### src/rtl/memarb4ifmo.sv
// Shared memory port arbiter for IF (read-only) and MO (read/write); registered command, one cycle after grant.
// Read data returns MEM_LAT+2 cycles after grant. Losing requester sees stall; MO wins unless IF has waited STARVE_MAX grants.
module memarb4ifmo #(
    parameter int ADDR_W     = 12,
    parameter int DATA_W     = 12,
    parameter int MEM_LAT    = 1,
    parameter int STARVE_MAX = 3
) (
    input  logic              clk,
    input  logic              rst,
    input  logic              if_req,
    input  logic [ADDR_W-1:0] if_addr,
    output logic              if_gnt,
    output logic              if_rvalid,
    output logic [DATA_W-1:0] if_rdata,
    input  logic              mo_req,
    input  logic              mo_we,
    input  logic [ADDR_W-1:0] mo_addr,
    input  logic [DATA_W-1:0] mo_wdata,
    output logic              mo_gnt,
    output logic              mo_rvalid,
    output logic [DATA_W-1:0] mo_rdata,
    output logic              mem_en,
    output logic              mem_we,
    output logic [ADDR_W-1:0] mem_addr,
    output logic [DATA_W-1:0] mem_wdata,
    input  logic [DATA_W-1:0] mem_rdata,
    output logic              stall_if,
    output logic              stall_mo
);

    localparam logic [2:0] SMAX = 3'(STARVE_MAX);

    logic [2:0]         starve_cnt;
    logic               if_force;
    logic               cmd_own;    // owner of the command on the port: 1 = MO
    logic [MEM_LAT-1:0] pipe_vld;
    logic [MEM_LAT-1:0] pipe_own;
    logic               ret_if;
    logic               ret_mo;

    always_comb begin
        if_force = if_req && (starve_cnt == SMAX);
        if_gnt   = !rst && if_req && (!mo_req || if_force);
        mo_gnt   = !rst && mo_req && !if_force;
        stall_if = if_req && !if_gnt;
        stall_mo = mo_req && !mo_gnt;
        ret_if   = pipe_vld[MEM_LAT-1] && !pipe_own[MEM_LAT-1];
        ret_mo   = pipe_vld[MEM_LAT-1] &&  pipe_own[MEM_LAT-1];
    end

    always_ff @(posedge clk) begin
        if (rst) begin
            starve_cnt <= '0;
            mem_en     <= 1'b0;
            mem_we     <= 1'b0;
            mem_addr   <= '0;
            mem_wdata  <= '0;
            cmd_own    <= 1'b0;
            pipe_vld   <= '0;
            pipe_own   <= '0;
            if_rvalid  <= 1'b0;
            mo_rvalid  <= 1'b0;
            if_rdata   <= '0;
            mo_rdata   <= '0;
        end else begin
            if (!if_req || if_gnt)
                starve_cnt <= '0;
            else if (mo_gnt && starve_cnt != SMAX)
                starve_cnt <= starve_cnt + 3'd1;

            mem_en <= if_gnt || mo_gnt;
            mem_we <= mo_gnt && mo_we;
            if (mo_gnt) begin
                mem_addr  <= mo_addr;
                mem_wdata <= mo_wdata;
                cmd_own   <= 1'b1;
            end else if (if_gnt) begin
                mem_addr  <= if_addr;
                cmd_own   <= 1'b0;
            end

            // Read tags enter during their command cycle and exit when mem_rdata is valid.
            pipe_vld[0] <= mem_en && !mem_we;
            pipe_own[0] <= cmd_own;
            for (int i = 1; i < MEM_LAT; i++) begin
                pipe_vld[i] <= pipe_vld[i-1];
                pipe_own[i] <= pipe_own[i-1];
            end

            if_rvalid <= ret_if;
            mo_rvalid <= ret_mo;
            if (ret_if) if_rdata <= mem_rdata;
            if (ret_mo) mo_rdata <= mem_rdata;
        end
    end

endmodule

### config.mk
export PLATFORM = sky130hd
export DESIGN_NAME = memarb4ifmo
export DESIGN_NICKNAME = d
export VERILOG_FILES = /design/src/rtl/memarb4ifmo.sv
export SDC_FILE = /design/constraint.sdc
export NUM_CORES = 1
export LEC_CHECK = 0
export BUFFER_PORTS_ARGS = -buffer_cell sky130_fd_sc_hd__buf_2
export CORE_MARGIN = 2
export CORE_UTILIZATION = 45
export CTS_CLUSTER_SIZE = 40
export DETAILED_ROUTE_END_ITERATION = 12
export HOLD_SLACK_MARGIN = 0.03
export PLACE_DENSITY_LB_ADDON = 0.08
export SETUP_SLACK_MARGIN = 0.3
export SYNTH_ARGS = -nofsm -noshare
export SYNTH_HDL_FRONTEND = slang
export SYNTH_SLANG_ARGS = --single-unit
### constraint.sdc
create_clock -name clk -period 2.3 [get_ports clk]
set_input_delay 0.345 -clock clk [delete_from_list [all_inputs] [get_ports clk]]
set_output_delay 0.345 -clock clk [all_outputs]
set_load 0.05 [all_outputs]
==> metrics.txt, run 1 <==
worst vdd ir 0.488 mV; final hold slack 0.234 ns; crit-path most repeated cell buf_6; largest net degree at the start of global routing 32; Crit-path slowest cell dfxtp_1; Worst-Margin Slew 0.763 ns; die height 73.6 um; Detailed Route Iter0 Violations 104; Setup crit start kind register; CP bufs+invs 2; clock transition at the registers of the reported paths 0.06 ns; Worst Reg-to-Reg Cells 6; Vias 1968; slowest stage delay, CP 0.31 ns; first-pass GRT wire length 7780 um; Design Area, Final 0.00304 mm2; grt ovf 0; area of the multi-input gates 956 um2; die area 0.00542 mm2; instance area after placement 0.00275 mm2; WP depth 6; Syn Nets 278; layout cells sized above 1 43.9%; DP Wirelength 3620 um; max_slew headroom 49.0%; TritonCTS Buffers 9; critical path class reg -> out; max-cap viol count 0; final setup TNS 0 ns; Initial Util 46.5%; post-synth cell types 24; YS warnings 0; mapped cell area 0.00218 mm2; Worst Setup End Kind output pin; commonest cells after routing, fill and taps aside 106 x buf_2, 58 x dfxtp_1, 49 x nand2_1; crit-path leading delay family adder cells; CP startpoint starve_cnt[0]; Hold Fails Final Rpt 0; total wire length 5130 um; CTS Buffer Depth 2; Die Width 73.6 um; DR pass1 iterations 4; Total GRT Usage 18.7%; CTS tree built; syn avg cell area 9.77 um2; Placement Setup Slack 0.315 ns; PwrDens 820 mW/mm2; Synth-to-Final Area Change 39.3%; Tmin final 1.92 ns; Final Core Density 64.7%; r2r endpoint mem_wdata[3]; worst-path cell chain ha_2, ha_4, a211oi_4, buf_6, nor2_2, buf_6; Max Fanout on Critical Path 4; clock sink total 58; Final ANT Viol Nets 0; Sequential cell area 0.00116 mm2; Slew Limit Fails 0; leakage 1.46 nW; Root Buffer Master clkbuf_8; Fillers 406; worst r2r src starve_cnt[0]; worst skew pair latency 0.32 ns; hold_buf cts 0; status finished clean; fmax 521 MHz; worst setup margin 0.379 ns; # rows 25; core area 0.00469 mm2; n_diodes 0; GP Congestion 0.741; per-cell routed wire length 13.1 um; CP required 1.96 ns; register area share after synthesis 53.3%; initial antenna violation count 0; Period Utilization, post-route 83.5%; Port Buffer Count 108; number of synthesized register bits 58; R2R setup slack 0.49 ns; Worst Skew 0.00936 ns; htree depth 3; Post-Synthesis Cells 223; most common cell after layout, fill and taps aside buf_2; RSZ-0062 raised after global routing no; # DRC 0; worst setup path end stall_mo; Critical Path AT 1.58 ns; I/O pin count 109; NumNets Final 388; vias per cell 5.03; HP Class in -> reg; vias in the first global route 1727; final setup vio count 0
==> per-layer routing <==
layer / share of wire (%) / GRT usage [%]
met5: 0 / 0
met3: 7.0 / 4.66
met4: 2.1 / 10.9
met1: 44 / 22.6
met2: 46 / 30.1
==> power breakdown <==
group | total (mW) | switching (mW) | internal [mW] | leakage, nW
Clock | 1.01 | 0.371 | 0.643 | 0.115
Combinational | 0.397 | 0.273 | 0.124 | 0.866
Sequential | 1.08 | 0.0235 | 1.05 | 0.475
Total | 2.49 | 0.668 | 1.82 | 1.46
==> repair_timing <==
item,4_1_cts,5_1_grt
buffers inserted,4,0
resized for setup,8,0
pin swaps,2,2
endpoints found under the setup margin,4,2
==> through the flow <==
step                power, mW  instances
floorplan                1.38        223
global placement         1.49        372
detailed placement       1.49        372
CTS                      2.51        391
global route             2.58        391
finish                   2.49        391
==> worst min path at each step <==
stage	startpoint	endpoint	slack [ns]	cells past startpoint
floorplan	starve_cnt[0]	starve_cnt[0]	0.40	1
global placement	starve_cnt[0]	starve_cnt[0]	0.41	1
detailed placement	starve_cnt[0]	starve_cnt[0]	0.42	1
CTS	mo_we	mem_we	0.22	2
global route	mo_we	mem_we	0.22	2
finish	mo_we	mem_we	0.23	2
==> registers in the layout, summed over array words and instances (netlist names) <==
register / count
if_rvalid: 1
mem_addr: 12
mem_wdata: 12
pipe_own: 1
mo_rvalid: 1
pipe_vld: 1
mem_en: 1
mem_we: 1
mo_rdata: 12
if_rdata: 12
starve_cnt: 3
cmd_own: 1
==> cell usage after synthesis (all sizes together) <==
cell | count | area (um2)
a211oi | 1 | 20.0
and2 | 2 | 12.5
o2111a | 12 | 135
nor2 | 8 | 30.0
clkbuf | 9 | 33.8
a21oi | 24 | 120
mux2 | 12 | 135
nor3 | 1 | 5.00
dfxtp | 58 | 1160
buf | 8 | 47.5
nand2b | 1 | 6.26
nor2b | 16 | 100
a31o | 1 | 8.76
nor3b | 2 | 15.0
nand2 | 49 | 184
inv | 4 | 15.0
ha | 2 | 25.0
a221o | 12 | 120
nand3 | 1 | 5.00
==> area by class of cell <==
cell class,count,area share (%)
multi-input cells,144,31.5
well taps,54,2.23
inverters,4,0.495
clock inverters,1,0.989
repair buffers,116,20.2
flip-flops and latches,58,38.3
clock buffers,14,6.35
==> logic make-up (layout without fill, tap and decap cells) <==
logic type	after synthesis	count (layout)	share of synthesized area, %
flip-flops	58	58	53.3
AO/OA/AOI/OAI	50	50	18.5
AND/OR/NAND/NOR	80	80	16.4
multiplexers	12	12	6.20
buffers and inverters	21	135	4.42
adder cells (fa/ha/maj)	2	2	1.15
Note: power is estimated with default switching activity, not from simulation.
==> run 2: changes to the inputs <==
Clock period 2.3 ns to 1.8 ns, I/O delays scaled along.
==> metrics.txt, run 2 (same netlist as run 1, synthesis figures left out) <==
# rows 25 (unchanged); status finished, violations left; final setup TNS -0.0432 ns (-0.0432 ns); CP bufs+invs 2 (unchanged); Synth-to-Final Area Change 45.8%; hold_buf cts 0 (unchanged); hold_sp mo_we; worst vdd ir 0.625 mV (+28%); first-pass GRT wire length 8700 um (+12%); leakage 1.52 nW (+4.3%); Slew Limit Fails 0 (unchanged); layout cells sized above 1 46.5% (+2.6 points); Max Fanout on Critical Path 4 (unchanged); largest net degree at the start of global routing 37 (+16%); Worst Skew 0.00686 ns (-0.00250 ns); per-cell routed wire length 14.1 um (+7.1%); Port Buffer Count 108 (unchanged); R2R setup slack 0.02 ns (-0.47 ns); RSZ-0062 raised after global routing yes; max_slew headroom 48.1% (-0.89 points); Critical Path AT 1.57 ns (about the same); critical path class reg -> out; Design Area, Final 0.00318 mm2 (+4.7%); CTS Buffer Depth 2 (unchanged); Crit-path slowest cell dfxtp_2; I/O pin count 109 (unchanged); clock transition at the registers of the reported paths 0.07 ns (about the same); n_diodes 0 (unchanged); Top Metal Used met4; worst skew pair latency 0.33 ns (about the same); grt ovf 0 (unchanged); commonest cells after routing, fill and taps aside 104 x buf_2, 56 x dfxtp_1, 49 x nand2_1; area of the multi-input gates 996 um2 (+4.2%); fin cells 398 (+1.8%); die area 0.00542 mm2 (unchanged); GP Congestion 0.757 (+2.2%); Tmin final 1.84 ns; worst setup margin -0.0405 ns (-0.420 ns); CTS tree built; most common cell after layout, fill and taps aside buf_2; final hold slack 0.166 ns (-0.0676 ns); DP Wirelength 3860 um (+6.5%); DR pass1 iterations 4 (unchanged); Final Core Density 67.7% (+3.0 points); total wire length 5590 um (+9.0%); worst r2r src starve_cnt[0]; final setup vio count 2 (+2); Placement Setup Slack 0.150 ns (-0.165 ns); HP Class in -> reg; # DRC 0 (unchanged); met1 WL 2320 um (+1.8%); fmax 543 MHz; htree depth 3 (unchanged); metal3 WL 422 um (+18%); die height 73.6 um (unchanged); vias in the first global route 1911 (+11%); Setup crit start kind register; Die Width 73.6 um (unchanged); failing checks negative setup slack; initial antenna violation count 0 (unchanged); metal2 WL 2760 um (+16%); slowest stage delay, CP 0.33 ns (+0.02 ns); Sequential cell area 0.00116 mm2 (+0.22%); Final ANT Viol Nets 0 (unchanged); Vias 2013 (+2.3%); TritonCTS Buffers 9 (unchanged); NumNets Final 394 (+1.5%); instance area after placement 0.00284 mm2 (+3.3%); Period Utilization, post-route 102%; Fillers 412 (+1.5%); crit-path leading delay family adder cells; Initial Util 46.5% (unchanged); Hold Fails Final Rpt 0 (unchanged); Worst Reg-to-Reg Cells 6 (unchanged); Worst Setup End Kind output pin; WHS Path Cells 2 (unchanged); Worst-Margin Slew 0.772 ns (+0.00902 ns); vias per cell 5.06 (+0.49%); CP required 1.53 ns (-0.43 ns); WHS Endpoint mem_we; Total GRT Usage 21.4% (+2.7 points); PwrDens 1020 mW/mm2 (+25%); clock sink total 58 (unchanged); core area 0.00469 mm2 (unchanged); worst-path cell chain ha_4, ha_4, a211oi_4, buf_6, nor2_4, buf_6; max-cap viol count 0 (unchanged); Root Buffer Master clkbuf_8; Detailed Route Iter0 Violations 84 (-19%); r2r endpoint mem_wdata[0]; Placed Instances 376 (+1.1%); Final Power 3.24 mW (+30%)
-- run 2: changes by cell type in the layout (fill, tap and decap cells not counted), sizes merged --
cell | before | now
buf | 116 | 121
clkbuf | 14 | 11
bufinv | 1 | 2
bufbuf | 0 | 1
clkinv | 0 | 2
clkinvlp | 0 | 1
-- run 2: area by class of cell --
| class | instances | area share [%] |
|---|---|---|
| Clock buffer | 11 | 4.45 |
| Clock inverter | 5 | 2.44 |
| Inverter | 4 | 0.473 |
| Multi-Input combinational cell | 144 | 31.4 |
| Sequential cell | 58 | 36.6 |
| Tap cell | 54 | 2.13 |
| Timing Repair Buffer | 122 | 22.5 |
-- run 2: how the worst max path moves through the flow --
stage                              from  endpoint  slack (ns)  cells past startpoint
after detailed placement  starve_cnt[0]  stall_mo        0.15                      6
after floorplan           starve_cnt[0]  stall_mo        0.09                      5
after global routing      starve_cnt[0]  stall_mo       -0.09                      6
after global placement    starve_cnt[0]  stall_mo        0.17                      6
after CTS                 starve_cnt[0]  stall_mo       -0.08                      6
final                     starve_cnt[0]  stall_mo       -0.04                      6
-- run 2: power breakdown --
part	switching, mW	leakage [nW]	total (mW)	internal (mW)
combinational	0.362	0.934	0.551	0.190
sequential	0.0312	0.476	1.38	1.35
clock	0.502	0.109	1.32	0.813
total	0.895	1.52	3.24	2.35
-- run 2: what timing repair did --
item | in CTS | in global routing
cloned | 1 | 0
setup endpoints to repair | 16 | 28
setup buffers | 4 | 1
pin swaps | 3 | 1
gates resized for setup | 9 | 5
-- run 2: metal layers --
metal  track usage [%]  up-vias
met4              11.3        0
met5                 0        -
met3              6.31        8
met2              35.0       83
li1                  -     1010
met1              25.2      912
